[config.mk]
export PLATFORM = sky130hd
export DESIGN_NAME = fpu_wb_ctrl_flat
export DESIGN_NICKNAME = d
export VERILOG_FILES = /design/src/rtl/fpu_wb_pkg.sv /design/src/rtl/fpu_wb_ctrl_if.sv /design/src/rtl/fpu_wb_fifo.sv /design/src/rtl/fpu_wb_ctrl.sv /design/src/flat_wrapper.sv
export SDC_FILE = /design/constraint.sdc
export NUM_CORES = 1
export LEC_CHECK = 0
export ABC_AREA = 1
export BUFFER_PORTS_ARGS = -buffer_cell sky130_fd_sc_hd__buf_2
export CAP_MARGIN = 20
export CORE_UTILIZATION = 50
export DETAILED_ROUTE_END_ITERATION = 8
export PLACE_DENSITY = 0.84
export SLEW_MARGIN = 40
export SYNTH_ARGS = -nofsm -noshare
export SYNTH_HDL_FRONTEND = slang
export SYNTH_HIERARCHICAL = 1
export SYNTH_SLANG_ARGS = --single-unit
[constraint.sdc]
create_clock -name clk -period 4.4 [get_ports clk]
set_input_delay 0.44 -clock clk [delete_from_list [all_inputs] [get_ports clk]]
set_output_delay 0.44 -clock clk [all_outputs]
set_load 0.05 [all_outputs]
[src/rtl/fpu_wb_pkg.sv]
// Shared constants for the FPU result write-back path: exception flag bit
// positions and the layout of a queued write-back entry.
package fpu_wb_pkg;

  localparam int FLAGS_W    = 5;
  localparam int GPR_DATA_W = 32;
  localparam int DEF_AW     = 5;

  // fflags bit positions {NV,DZ,OF,UF,NX}
  localparam int FLAG_NV = 4;
  localparam int FLAG_DZ = 3;
  localparam int FLAG_OF = 2;
  localparam int FLAG_UF = 1;
  localparam int FLAG_NX = 0;

  // Entry layout, MSB first: {is_gpr, addr, data[31:0], flags[4:0]}
  localparam int ENTRY_W = 1 + DEF_AW + GPR_DATA_W + FLAGS_W;

  // Entry width for a non-default register address width.
  function automatic int entry_width(input int aw);
    return 1 + aw + GPR_DATA_W + FLAGS_W;
  endfunction

endpackage

[src/rtl/fpu_wb_ctrl_if.sv]
// Register-file write ports driven by the FPU write-back controller.
// The controller is the master (valid/address/data), the register files
// are the slave (ready).
interface fpu_wb_ctrl_if #(
  parameter int FPLEN = 16,
  parameter int AW    = 5
) ();

  logic             fpr_we;
  logic [AW-1:0]    fpr_waddr;
  logic [FPLEN-1:0] fpr_wdata;
  logic             fpr_wready;

  logic             gpr_we;
  logic [AW-1:0]    gpr_waddr;
  logic [31:0]      gpr_wdata;
  logic             gpr_wready;

  modport master (
    output fpr_we, fpr_waddr, fpr_wdata,
    input  fpr_wready,
    output gpr_we, gpr_waddr, gpr_wdata,
    input  gpr_wready
  );

  modport slave (
    input  fpr_we, fpr_waddr, fpr_wdata,
    output fpr_wready,
    input  gpr_we, gpr_waddr, gpr_wdata,
    output gpr_wready
  );

endinterface

[src/rtl/fpu_wb_fifo.sv]
// Small synchronous FIFO holding pending write-back entries. Head is read
// combinationally from storage, so a pushed entry first appears at dout the
// cycle after the push. Push while full is accepted only together with a pop.
module fpu_wb_fifo #(
  parameter int W     = 43,
  parameter int DEPTH = 4
) (
  input  logic                     clk,
  input  logic                     rst_l,
  input  logic                     push,
  input  logic                     pop,
  input  logic [W-1:0]             din,
  output logic [W-1:0]             dout,
  output logic [$clog2(DEPTH):0]   count,
  output logic                     full,
  output logic                     empty
);

  localparam int PW = $clog2(DEPTH);
  localparam int CW = PW + 1;
  localparam logic [CW-1:0] FULL_LVL = CW'(DEPTH);

  logic [W-1:0]  mem [DEPTH];
  logic [PW-1:0] wr_ptr;
  logic [PW-1:0] rd_ptr;
  logic          do_push;
  logic          do_pop;

  // Qualify requests against current occupancy.
  always_comb begin
    full    = (count == FULL_LVL);
    empty   = (count == '0);
    do_pop  = pop & ~empty;
    do_push = push & (~full | do_pop);
    dout    = mem[rd_ptr];
  end

  // Entry storage; data is not reset, only the control state below is.
  always_ff @(posedge clk) begin
    if (do_push) mem[wr_ptr] <= din;
  end

  // Pointers and occupancy; pointers wrap naturally at DEPTH (power of two).
  always_ff @(posedge clk or negedge rst_l) begin
    if (!rst_l) begin
      wr_ptr <= '0;
      rd_ptr <= '0;
      count  <= '0;
    end else begin
      if (do_push) wr_ptr <= wr_ptr + 1'b1;
      if (do_pop)  rd_ptr <= rd_ptr + 1'b1;
      case ({do_push, do_pop})
        2'b10:   count <= count + 1'b1;
        2'b01:   count <= count - 1'b1;
        default: count <= count;
      endcase
    end
  end

endmodule

[src/rtl/fpu_wb_ctrl.sv]
// FPU write-back controller: queues completed FPU results in order and drains
// them to the FP or integer register file over valid/ready write ports,
// accumulating the sticky fflags CSR as entries retire.
module fpu_wb_ctrl
  import fpu_wb_pkg::*;
#(
  parameter int FPLEN = 16,
  parameter int DEPTH = 4,
  parameter int AW    = 5
) (
  input  logic                    clk,
  input  logic                    rst_l,
  input  logic                    fpu_complete,
  input  logic [FPLEN-1:0]        fpu_result_1,
  input  logic [31:0]             fpu_result_rd,
  input  logic [FLAGS_W-1:0]      sflags,
  input  logic                    dst_is_gpr,
  input  logic [AW-1:0]           dst_addr,
  fpu_wb_ctrl_if.master           wbp,
  input  logic                    csr_fflags_we,
  input  logic [FLAGS_W-1:0]      csr_fflags_wdata,
  output logic [FLAGS_W-1:0]      fflags,
  output logic                    wb_busy,
  output logic                    wb_overflow,
  output logic [$clog2(DEPTH):0]  wb_count
);

  localparam int EW = entry_width(AW);
  localparam int CW = $clog2(DEPTH) + 1;
  localparam logic [CW-1:0] BUSY_LVL = CW'(DEPTH - 1);

  logic [EW-1:0]      entry_in;
  logic [EW-1:0]      head;
  logic [31:0]        data_in;
  logic               head_is_gpr;
  logic [AW-1:0]      head_addr;
  logic [31:0]        head_data;
  logic [FLAGS_W-1:0] head_flags;
  logic               head_x0;
  logic               push;
  logic               pop;
  logic               drop;
  logic               full;
  logic               empty;
  logic [CW-1:0]      count;

  // Pack the completing result; FP results are zero-extended to 32 bits.
  always_comb begin
    data_in  = dst_is_gpr ? fpu_result_rd : 32'(fpu_result_1);
    entry_in = {dst_is_gpr, dst_addr, data_in, sflags};
  end

  fpu_wb_fifo #(
    .W     (EW),
    .DEPTH (DEPTH)
  ) u_fifo (
    .clk   (clk),
    .rst_l (rst_l),
    .push  (push),
    .pop   (pop),
    .din   (entry_in),
    .dout  (head),
    .count (count),
    .full  (full),
    .empty (empty)
  );

  // Route the head entry to its port; x0 writes retire without a port access.
  always_comb begin
    head_is_gpr = head[EW-1];
    head_addr   = head[EW-2 -: AW];
    head_data   = head[FLAGS_W +: 32];
    head_flags  = head[FLAGS_W-1:0];

    head_x0       = ~empty & head_is_gpr & (head_addr == '0);
    wbp.fpr_we    = ~empty & ~head_is_gpr;
    wbp.gpr_we    = ~empty & head_is_gpr & (head_addr != '0);
    wbp.fpr_waddr = wbp.fpr_we ? head_addr : '0;
    wbp.fpr_wdata = wbp.fpr_we ? head_data[FPLEN-1:0] : '0;
    wbp.gpr_waddr = wbp.gpr_we ? head_addr : '0;
    wbp.gpr_wdata = wbp.gpr_we ? head_data : '0;

    pop  = (wbp.fpr_we & wbp.fpr_wready) | (wbp.gpr_we & wbp.gpr_wready) | head_x0;
    // A completion at full is only accepted if the head retires this cycle.
    push = fpu_complete & (~full | pop);
    drop = fpu_complete & full & ~pop;

    wb_count = count;
    wb_busy  = (count >= BUSY_LVL);
  end

  // Sticky flags accumulate on retirement; a same-cycle CSR write is merged.
  always_ff @(posedge clk or negedge rst_l) begin
    if (!rst_l) begin
      fflags      <= '0;
      wb_overflow <= 1'b0;
    end else begin
      fflags <= (csr_fflags_we ? csr_fflags_wdata : fflags) | (pop ? head_flags : '0);
      if (drop) wb_overflow <= 1'b1;
    end
  end

endmodule

[src/flat_wrapper.sv]
// flat-port wrapper written by rule: the top's interface ports become plain ports
module fpu_wb_ctrl_flat import fpu_wb_pkg::*;
#(
  parameter int FPLEN = 16,
  parameter int DEPTH = 4,
  parameter int AW    = 5
)
  (clk, rst_l, fpu_complete, fpu_result_1, fpu_result_rd, sflags, dst_is_gpr, dst_addr, csr_fflags_we, csr_fflags_wdata, fflags, wb_busy, wb_overflow, wb_count, wbp_fpr_we, wbp_fpr_waddr, wbp_fpr_wdata, wbp_fpr_wready, wbp_gpr_we, wbp_gpr_waddr, wbp_gpr_wdata, wbp_gpr_wready);
  fpu_wb_ctrl_if #(.FPLEN(FPLEN), .AW(AW)) wbp_i ();
  input  logic clk;
  input  logic rst_l;
  input  logic fpu_complete;
  input  logic [FPLEN-1:0] fpu_result_1;
  input  logic [31:0] fpu_result_rd;
  input  logic [FLAGS_W-1:0] sflags;
  input  logic dst_is_gpr;
  input  logic [AW-1:0] dst_addr;
  input  logic csr_fflags_we;
  input  logic [FLAGS_W-1:0] csr_fflags_wdata;
  output logic [FLAGS_W-1:0] fflags;
  output logic wb_busy;
  output logic wb_overflow;
  output logic [$clog2(DEPTH):0] wb_count;
  output wire logic [$bits(wbp_i.fpr_we)-1:0] wbp_fpr_we;
  output wire logic [$bits(wbp_i.fpr_waddr)-1:0] wbp_fpr_waddr;
  output wire logic [$bits(wbp_i.fpr_wdata)-1:0] wbp_fpr_wdata;
  input wire logic [$bits(wbp_i.fpr_wready)-1:0] wbp_fpr_wready;
  output wire logic [$bits(wbp_i.gpr_we)-1:0] wbp_gpr_we;
  output wire logic [$bits(wbp_i.gpr_waddr)-1:0] wbp_gpr_waddr;
  output wire logic [$bits(wbp_i.gpr_wdata)-1:0] wbp_gpr_wdata;
  input wire logic [$bits(wbp_i.gpr_wready)-1:0] wbp_gpr_wready;
  assign wbp_fpr_we = wbp_i.fpr_we;
  assign wbp_fpr_waddr = wbp_i.fpr_waddr;
  assign wbp_fpr_wdata = wbp_i.fpr_wdata;
  assign wbp_i.fpr_wready = wbp_fpr_wready;
  assign wbp_gpr_we = wbp_i.gpr_we;
  assign wbp_gpr_waddr = wbp_i.gpr_waddr;
  assign wbp_gpr_wdata = wbp_i.gpr_wdata;
  assign wbp_i.gpr_wready = wbp_gpr_wready;
  fpu_wb_ctrl #(.FPLEN(FPLEN), .DEPTH(DEPTH), .AW(AW)) u_core (.clk(clk), .rst_l(rst_l), .fpu_complete(fpu_complete), .fpu_result_1(fpu_result_1), .fpu_result_rd(fpu_result_rd), .sflags(sflags), .dst_is_gpr(dst_is_gpr), .dst_addr(dst_addr), .wbp(wbp_i), .csr_fflags_we(csr_fflags_we), .csr_fflags_wdata(csr_fflags_wdata), .fflags(fflags), .wb_busy(wb_busy), .wb_overflow(wb_overflow), .wb_count(wb_count));
endmodule
==> flow_summary_export.csv <==
group,metric,value,unit
die,die_area,16590,µm²
final_layout,multiInputGateArea,2044,µm²
final_layout,drive_gt1_frac,0.2864,
final_layout,nets,873,
placed_design,place_hpwl,10690,µm
drt,wirelength,17290,µm
drt,ant_nets,0,
timing,relSlewSlack,0.4722,
setup_path,critPathCapture,"wbp_gpr_waddr[2]",
clock_network,worstSkewPairLatency,0.43,ns
final_layout,regArea,5492,µm²
clock_network,max-clock-path-buffers,2,
timing,period_share,0.8838,
clock_network,ctsResizeCount,0,
timing,slew_viol_final,0,
clock_network,post-cts-setup-buffers,0,
clock_network,clock-root-buffer,"clkbuf_16",
drt,first_pass_iters,6,
final_layout,final_common_cell,"edfxtp_1",
yosys,synth_mux_area_frac,0.02864,
clock_network,cts_tree,"done",
yosys,yosysTopAreaCellShare,0.6426,
yosys,ys_types,34,
yosys,synth_adder_area_share,0.008717,
global_routing,gr-usage-all-layers,0.2162,
yosys,synth_top_family_by_area,"simple AND/OR/NAND/NOR gates",
setup_path,path_common_cell,"inv_1",
yosys,yosys.area.top_type,"edfxtp_1",
clock_network,clkTransAtPathRegs,0.06,ns
global_routing,grt_max_degree,50,
drt,first_iter_violations,538,
yosys,ys.flop_type,"edfxtp_1",
setup_path,cpPeakStageDelay,0.88,ns
yosys,synth_xor_area_frac,0.002179,
yosys,synth-simple-area-share,0.1115,
drt,via_count,5464,
global_routing,grt_overflow,0,
yosys,yosysWarnings,6,
flow_run,maxCapViolations,0,
setup_path,worstSetupStartpointType,"flip-flop",
drt,drc,0,
global_routing,antenna_found_initial,0,
yosys,syn-cell-area,8038,µm²
global_routing,grt_pass1_wl,26360,µm
setup_path,crit_required,3.96,ns
yosys,synth_edf_count,172,
worst_hold_path,worst_hold_path_type,"in -> reg",
setup_path,reg2reg_from,"u_core/u_fifo/rd_ptr[0]$_DFFE_PN0N_",
yosys,ys_seq_area_frac,0.6831,
die,die_x,128.8,µm
die,fp.dieH,128.8,µm
final_layout,final_cell_mix,"edfxtp_1 (172), buf_2 (139), nor2_1 (131), inv_1 (74), o21ai_0 (72)",
clock_network,clock_sinks,185,
outcome,status,"completed",
die,fp-row-count,45,
timing,skew,0.006285,ns
setup_path,cp_cell_sequence,"inv_4, o21ai_0, o22ai_1, nor2_1, nand3_2, nand2_4, inv_1, nand2_1, inv_1, buf_2",
final_layout,diodes,0,
clock_network,cts_buffers,17,
die,initial_core_util,0.5210,
yosys,synth_cells,669,
timing,finalSetupTns,0,ns
setup_path,path_max_fanout,49,
timing,rsz0062_at_grt,"no",
global_routing,grt_pass1_vias,5217,
timing,worstMarginPinSlew,0.7918,ns
yosys,synth-seq-cells,185,
yosys,synth_area_leaders,"edfxtp_1 (64%), nor2_1 (6.3%), o21ai_0 (4.5%), dfrtp_1 (4.0%), inv_1 (3.5%)",
setup_path,arrival,3.45,ns
yosys,synth-compound-area-share,0.09963,
timing,min_period,3.889,ns
die,core,15430,µm²
timing,fmax,257.2,MHz
placed_design,place.port_buffers,139,
setup_path,crit_type,"reg -> out",
clock_network,htreeDepth,4,
final_layout,syn2layout_area_growth,17.79,%
yosys,synthArstFlopShare,0.07027,
setup_path,ff2ff_setup_slack,0.53,ns
timing,finalHoldViolCount,0,
clock_network,cts-hold-fix-buffers,1,
placed_design,finalWeightedCongestion,0.7992,
drt,viasPerCell,5.352,
yosys,avgSynthCellArea,12.01,µm²
timing,setup_viol,0,
timing,whs,0.2310,ns
die,io_pins,140,
drt,routedWlPerCell,16.93,µm
setup_path,crit_slowest_cell,"dfrtp_2",
worst_hold_path,hp-start,"csr_fflags_wdata[0]",
setup_path,r2r_end,"u_core/u_fifo/mem[1][31]$_DFFE_PP_",
setup_path,cp-end-kind,"output port",
setup_path,crit_start,"u_core/u_fifo/rd_ptr[0]$_DFFE_PN0N_",
final_layout,nFillCells,1168,
yosys,synth_fp_nets,744,
setup_path,rr_worst_depth,13,
==> synthesized netlist by cell type (3+ instances only) <==
library cell and count:
buf_2 12, inv_1 74, o21ai_1 15, clkbuf_1 5, nand3_1 3, o22ai_2 10
nand2_2 5, nand2_1 41, clkbuf_2 6, nor2_1 135, edfxtp_1 172, ha_1 4
mux2_2 16, mux2i_1 5, o21ai_0 72, buf_4 4, nor2_2 16, o22ai_1 33
buf_6 9, dfrtp_1 13
==> cell families after synthesis <==
logic type               count (synthesis)
AO/OA/AOI/OAI                          134
buffers and inverters                  113
flip-flops                             185
adder cells (fa/ha/maj)                  5
XOR/XNOR                                 2
AND/OR/NAND/NOR                        209
multiplexers                            21
==> registers in the layout, summed over array words and instances (netlist names) <==
register / cells
u_core/u_fifo/mem: 172
u_core/u_fifo/count: 3
u_core/wb_overflow: 1
u_core/fflags: 5
u_core/u_fifo/wr_ptr: 2
u_core/u_fifo/rd_ptr: 2
==> layer usage <==
layer	global-route usage	routed length (µm)	vias up	part of all wire
met5	0	0	-	0
met4	0.1197	619	0	0.036
met3	0.04615	1057	55	0.061
met2	0.3663	8762	265	0.51
met1	0.2585	6852	2594	0.40
li1	-	-	2550	-
==> per-stage QoR <==
step           utilization  instances  area [µm²]  worst slack [ns]
2_1_floorplan            -        669        8038          0.008669
3_3_place_gp        0.5761        989        8887            0.8718
3_5_place_dp        0.5761        989        8887            0.7403
4_1_cts             0.6137       1021        9468            0.5817
5_1_grt             0.6137       1021        9468            0.3300
6_report            0.6137       1021        9468            0.5114
==> cell type report <==
cell class | instances | area share
sequential | 185 | 0.5800
clock buffer | 23 | 0.04731
inverter | 76 | 0.03053
clock inverter | 8 | 0.01295
tap | 211 | 0.02788
timing repair buffer | 147 | 0.08537
multi-input combinational | 371 | 0.2159
==> critical path, delay by kind of cell (launching register included) <==
kind,cells,cell delay [ns]
AO/OA/AOI/OAI,2,0.58
buffers and inverters,4,0.77
flip-flops,1,0.88
AND/OR/NAND/NOR,4,0.77
==> worst min-delay path by stage <==
stage          cells after the start                            endpoint  slack [ns]
6_report                           3          u_core/fflags[0]$_DFF_PN0_        0.23
5_1_grt                            1  u_core/u_fifo/mem[3][38]$_DFFE_PP_        0.23
4_1_cts                            1  u_core/u_fifo/mem[0][38]$_DFFE_PP_        0.22
3_5_place_dp                       1      u_core/wb_overflow$_DFFE_PN0P_        0.35
3_3_place_gp                       1      u_core/wb_overflow$_DFFE_PN0P_        0.35
2_1_floorplan                      0          u_core/fflags[0]$_DFF_PN0_        0.14
Power is not shown: default switching activity piles up to over one toggle a cycle in this logic, so the estimate is an artifact.
